--- src/rtl/cyc_code_pkg.sv ---
// Shared definitions for the cyclic-code encoder: FSM state encoding,
// common generator polynomials and a polynomial sanity check.
package cyc_code_pkg;

  typedef enum logic [1:0] {
    IDLE  = 2'd0,
    SHIFT = 2'd1,
    DONE  = 2'd2
  } state_t;

  // Generator polynomials, bit i = coefficient of x^i.
  localparam logic [3:0] G_7_4   = 4'b1011;   // 1 + x + x^3
  localparam logic [4:0] G_15_11 = 5'b10011;  // 1 + x + x^4

  // A usable generator needs both a constant term and a leading x^degree term.
  function automatic bit poly_ok(input logic [63:0] poly, input int degree);
    bit lead;
    lead = 1'b0;
    for (int i = 0; i < 64; i++) begin
      if (i == degree) lead = poly[i];
    end
    return poly[0] && lead;
  endfunction

endpackage

--- src/rtl/cyc_lfsr_div.sv ---
// Serial GF(2) division LFSR. One message bit per shift_en cycle, MSB first;
// after K shifts rem holds x^(N-K)*m(x) mod g(x). clear has priority.
module cyc_lfsr_div #(
  parameter int         N        = 7,
  parameter int         K        = 4,
  parameter logic [N-K:0] GEN_POLY = 4'b1011
) (
  input  logic           clk,
  input  logic           rst_n,
  input  logic           clear,
  input  logic           shift_en,
  input  logic           bit_in,
  output logic [N-K-1:0] rem
);

  localparam int P = N - K;

  logic [P-1:0] r;
  logic [P-1:0] r_nxt;
  logic         fb;

  // Feedback and next remainder: XOR taps wherever g_i is set.
  always_comb begin
    fb       = bit_in ^ r[P-1];
    r_nxt    = '0;
    r_nxt[0] = fb & GEN_POLY[0];
    for (int i = 1; i < P; i++) begin
      r_nxt[i] = r[i-1] ^ (fb & GEN_POLY[i]);
    end
  end

  // Remainder register.
  always_ff @(posedge clk or negedge rst_n) begin
    if (!rst_n) begin
      r <= '0;
    end else if (clear) begin
      r <= '0;
    end else if (shift_en) begin
      r <= r_nxt;
    end
  end

  assign rem = r;

endmodule

--- src/rtl/cyclic_encoder_lfsr.sv ---
// Systematic (N,K) cyclic-code encoder with valid/ready on both sides.
// Optional macro CYC_ENC_ERR_INJ_EN adds err_mask, XORed into the codeword.
//
// Handshake: a transfer happens on a rising clk edge where valid && ready.
// in_ready is high only in IDLE; out_valid is high only in DONE, where
// data_out is held stable until out_ready. Input data must be held by the
// source until it is taken; in_valid outside IDLE is ignored.
module cyclic_encoder_lfsr
  import cyc_code_pkg::*;
#(
  parameter int           N        = 7,
  parameter int           K        = 4,
  parameter logic [N-K:0] GEN_POLY = G_7_4
) (
  input  logic         clk,
  input  logic         rst_n,
  input  logic         in_valid,
  output logic         in_ready,
  input  logic [K-1:0] data_in,
`ifdef CYC_ENC_ERR_INJ_EN
  input  logic [N-1:0] err_mask,
`endif
  output logic         out_valid,
  input  logic         out_ready,
  output logic [N-1:0] data_out,
  output logic         busy
);

  localparam int P     = N - K;
  localparam int CNT_W = $clog2(K + 1);
  localparam logic [CNT_W-1:0] CNT_LAST = CNT_W'(K);

  // Reject bad parameterisations at elaboration.
  generate
    if (K < 1 || K >= N) begin : g_bad_k
      $error("cyclic_encoder_lfsr: K must satisfy 1 <= K < N");
    end
    if (!poly_ok(64'(GEN_POLY), P)) begin : g_bad_poly
      $error("cyclic_encoder_lfsr: GEN_POLY needs g0 = 1 and g(N-K) = 1");
    end
  endgenerate

  state_t           state;
  state_t           state_nxt;
  logic [CNT_W-1:0] cnt;
  logic [K-1:0]     msg;
  logic [K-1:0]     msg_sr;
  logic [P-1:0]     rem;
  logic             accept;
  logic             shift_en;
  logic             last;
`ifdef CYC_ENC_ERR_INJ_EN
  logic [N-1:0]     mask;
`endif

  assign accept   = (state == IDLE) && in_valid;
  assign shift_en = (state == SHIFT) && (cnt != CNT_LAST);
  // Extra SHIFT cycle with cnt == K captures the finished remainder.
  assign last     = (state == SHIFT) && (cnt == CNT_LAST);

  // State register.
  always_ff @(posedge clk or negedge rst_n) begin
    if (!rst_n) state <= IDLE;
    else        state <= state_nxt;
  end

  // Next-state logic.
  always_comb begin
    state_nxt = state;
    case (state)
      IDLE:    if (in_valid) state_nxt = SHIFT;
      SHIFT:   if (last) state_nxt = DONE;
      DONE:    if (out_ready) state_nxt = IDLE;
      default: state_nxt = IDLE;
    endcase
  end

  // State-decoded outputs.
  always_comb begin
    in_ready  = (state == IDLE);
    out_valid = (state == DONE);
    busy      = (state == SHIFT) || (state == DONE);
  end

  // Message capture, bit counter and codeword register.
  always_ff @(posedge clk or negedge rst_n) begin
    if (!rst_n) begin
      cnt      <= '0;
      msg      <= '0;
      msg_sr   <= '0;
      data_out <= '0;
`ifdef CYC_ENC_ERR_INJ_EN
      mask     <= '0;
`endif
    end else begin
      if (accept) begin
        cnt    <= '0;
        msg    <= data_in;
        msg_sr <= data_in;
`ifdef CYC_ENC_ERR_INJ_EN
        mask   <= err_mask;
`endif
      end else if (shift_en) begin
        cnt    <= cnt + CNT_W'(1);
        msg_sr <= msg_sr << 1;
      end
      if (last) begin
`ifdef CYC_ENC_ERR_INJ_EN
        data_out <= {msg, rem} ^ mask;
`else
        data_out <= {msg, rem};
`endif
      end
    end
  end

  cyc_lfsr_div #(
    .N        (N),
    .K        (K),
    .GEN_POLY (GEN_POLY)
  ) u_lfsr (
    .clk      (clk),
    .rst_n    (rst_n),
    .clear    (accept),
    .shift_en (shift_en),
    .bit_in   (msg_sr[K-1]),
    .rem      (rem)
  );

endmodule

--- config.mk ---
export PLATFORM = sky130hd
export DESIGN_NAME = cyclic_encoder_lfsr
export DESIGN_NICKNAME = d
export VERILOG_FILES = /design/src/rtl/cyc_code_pkg.sv /design/src/rtl/cyc_lfsr_div.sv /design/src/rtl/cyclic_encoder_lfsr.sv
export SDC_FILE = /design/constraint.sdc
export NUM_CORES = 1
export LEC_CHECK = 0
export ABC_AREA = 1
export BUFFER_PORTS_ARGS = -buffer_cell sky130_fd_sc_hd__buf_2
export CAP_MARGIN = 20
export CORE_AREA = 2 2 70 72
export DETAILED_ROUTE_END_ITERATION = 7
export DIE_AREA = 0 0 72 74
export PLACE_DENSITY = 0.39
export SETUP_SLACK_MARGIN = 0.05
export SLEW_MARGIN = 20
export SYNTH_ARGS = -nofsm -noshare
export SYNTH_HDL_FRONTEND = slang
export SYNTH_SLANG_ARGS = --single-unit
--- constraint.sdc ---
create_clock -name clk -period 1.85 [get_ports clk]
set_clock_uncertainty 0.1 [all_clocks]
set_input_delay 0.0925 -clock clk [delete_from_list [all_inputs] [get_ports clk]]
set_output_delay 0.0925 -clock clk [all_outputs]
set_load 0.01 [all_outputs]
==> results.sh <==
export IMPL_p_int_mw=1.12
export IMPL_worst_ep_arrival_time_ps=1570
export IMPL_cp_slowest_stage_delay_ps=400
export IMPL_synth_edf_count=0
export IMPL_wl_um=2030
export IMPL_worst_setup_path_end_kind="flip-flop"
export IMPL_drive_gt1_share_pct=23.8
export IMPL_synth_area_leader_cell="dfrtp_1"
export IMPL_finalCritPeriodShare_pct=82.3
export IMPL_ys_types=19
export IMPL_coreArea_um2=4600
export IMPL_syn_nets=138
export IMPL_cts_setup_buffers=0
export IMPL_portBuffers=17
export IMPL_die_w_um=72
export IMPL_start_util_pct=24.2
export IMPL_p_sw_mw=0.764
export IMPL_finalHoldViolCount=0
export IMPL_holdCritPathClass="in2reg"
export IMPL_grt_pass1_vias=791
export IMPL_clockBufferDepth=2
export IMPL_drtIter0Drc=44
export IMPL_cp_cell_sequence="inv_1 > ha_1 > nand3_2 > nand2_1 > o21ai_2"
export IMPL_fin_cells=201
export IMPL_std_cell_rows=25
export IMPL_fin_setup_tns_ps=0
export IMPL_area_growth_pct=18.9
export IMPL_overflow=0
export IMPL_avgSynthCellArea_um2=8.92
export IMPL_crit_buf_inv=1
export IMPL_clock_fmax_ghz=0.657
export IMPL_ios=18
export IMPL_synth_top_cell_area_share_pct=51.6
export IMPL_dp_cells=194
export IMPL_first_pass_iters=4
export IMPL_synth_area_leaders="dfrtp_1, nand2_1, inv_1, o21ai_2, ha_1"
export IMPL_via_per_inst=4.03
export IMPL_setup_viol=0
export IMPL_comb_power_share_pct=41.5
export IMPL_synth_area_um2=1110
export IMPL_drc=0
export IMPL_diodes=0
export IMPL_crit_family="simple AND/OR/NAND/NOR gates"
export IMPL_ys_warn_count=0
export IMPL_cts_resized=0
export IMPL_async_flop_share_pct=100
export IMPL_critPathSlowestCell="dfrtp_1"
export IMPL_cts_tree="built"
export IMPL_synth_seq_cells=23
export IMPL_hold_depth=3
export IMPL_period_minus_slack_ps=1520
export IMPL_path_max_fanout=14
export IMPL_die_y_um=74
export IMPL_wl_per_cell_um=10.1
export IMPL_tightest_slew_ps=544
export IMPL_vias=810
export IMPL_cts_made_buffers=3
export IMPL_path_class="reg2reg"
export IMPL_fp_dieArea_um2=5330
export IMPL_drv_slew=0
export IMPL_synth_most_common_cell="nand2_1"
export IMPL_grt_usage_pct=8.80
export IMPL_fin_nets=161
export IMPL_worstPathRequired_ps=1900
export IMPL_ir_drop_v=0.000479
export IMPL_leakage_nw=0.710
export IMPL_r2r_cells=5
export IMPL_clockRootBuffer="clkbuf_8"
export IMPL_clock_sinks=23
export IMPL_power_mw=1.88
export IMPL_ctsHoldBuffers=3
export IMPL_grt_setup_unrepaired="no"
export IMPL_place_gp_congestion=0.712
export IMPL_netlist_instances=125
export IMPL_run_status="complete, no violations"
export IMPL_cap_violations=0
export IMPL_slew_headroom_pct=63.7
export IMPL_p_per_area_nw_per_um2=1420
export IMPL_ys_seq_area_share_pct=51.6
export IMPL_crit_cells=5
export IMPL_grt_pass1_wl_um=3640
export IMPL_startpoint_type="flip-flop"
export IMPL_h_tree_depth=1
export IMPL_ant_nets=0
export IMPL_clk_pin_slew_ps=90
export IMPL_synthTopCellsByCount="nand2_1, dfrtp_1, inv_1"
export IMPL_insertion_delay_ps=260
export IMPL_seqPwrFrac_pct=41.7
export IMPL_grt_max_degree=24
export IMPL_synth_flop_cell="dfrtp_1"
export IMPL_dp_hpwl_um=1460
export IMPL_p_clk_share_pct=16.8
export IMPL_grt_antenna_before_repair=0
export IMPL_switching_share_pct=40.6
-- metal layers --
layer / global-route usage, % / up-vias / part of all wire [%]
met5: 0 / - / 0
met4: 2.52 / 0 / 0.84
met3: 2.98 / 2 / 3.9
met2: 14.2 / 13 / 45
met1: 11.3 / 364 / 50
li1: - / 431 / -
-- power by group through the flow --
stage	combinational, mW	sequential (mW)	clock (mW)
after floorplan	0.599	0.793	0
after global placement	0.795	0.794	0
after detailed placement	0.796	0.795	0
after CTS	0.804	0.786	0.333
after global routing	0.917	0.810	0.351
final	0.781	0.786	0.317
-- area by class of cell --
class	count	area, um2
sequential	23	576
clock inverter	1	5.00
tap	54	67.6
multi-input combinational	80	440
clock buffer	3	41.3
inverter	20	80.1
timing repair buffer	20	115
fill	489	3270
-- logic make-up (layout without fill, tap and decap cells) --
family	count (synthesis)	in the layout	share of synthesized area, %
AO/OA/AOI/OAI	21	21	12.1
XOR/XNOR	1	1	0.786
buffers and inverters	22	44	8.87
adder cells (fa/ha/maj)	5	5	5.61
AND/OR/NAND/NOR	53	53	21.0
flip-flops	23	23	51.6
-- worst reg2reg max path, delay by kind of cell, from the launching register on --
| family | cells | cell delay, ps |
|---|---|---|
| fa+ha+maj | 1 | 240 |
| flops | 1 | 400 |
| simple gates | 2 | 510 |
| compound gates | 1 | 60 |
| buf+inv | 1 | 110 |
-- state kept, by name, indices dropped and copies added, names as in the netlist --
name and flops:
u_lfsr.rem 3, msg 4, data_out 7, msg_sr 4, state 2, cnt 3
-- cells in the final DEF, fill, tap and decap left out --
cell type	count
o21ai_0	7
nand2_2	1
nor2_1	1
inv_1	19
o21ai_2	8
dlygate4sd3_1	3
clkbuf_8	3
nand2_4	2
nand4_1	1
o21ai_1	5
nand3_2	1
xor2_1	1
clkinv_4	1
a21oi_1	1
buf_2	17
nor2_2	1
clkinv_2	1
nand3_1	5
dfrtp_1	23
nand2_1	41
ha_1	5
-- worst paths after layout --
check	to	slack, ps	from
setup / recovery	data_out[3]	330	state[1]
hold / removal	msg[3]	5	data_in[3]
setup reg to reg	data_out[3]	330	state[1]
hold reg to reg	data_out[0]	380	data_out[0]
max in group asynchronous	data_out[4]	1040	rst_n
min in group asynchronous	msg_sr[1]	240	rst_n
-- per-stage QoR --
step / worst slack (ps) / util, % / hold slack, ps / area, um2
finish: 328 / 28.8 / 5.11 / 1330
global route: 192 / 28.8 / 20.2 / 1330
CTS: 302 / 28.8 / 3.55 / 1330
detailed placement: 320 / 27.2 / 14.5 / 1250
global placement: 353 / 27.2 / 20.0 / 1250
floorplan: 481 / - / -303 / 1110
Power figures use the tool's default switching activity.
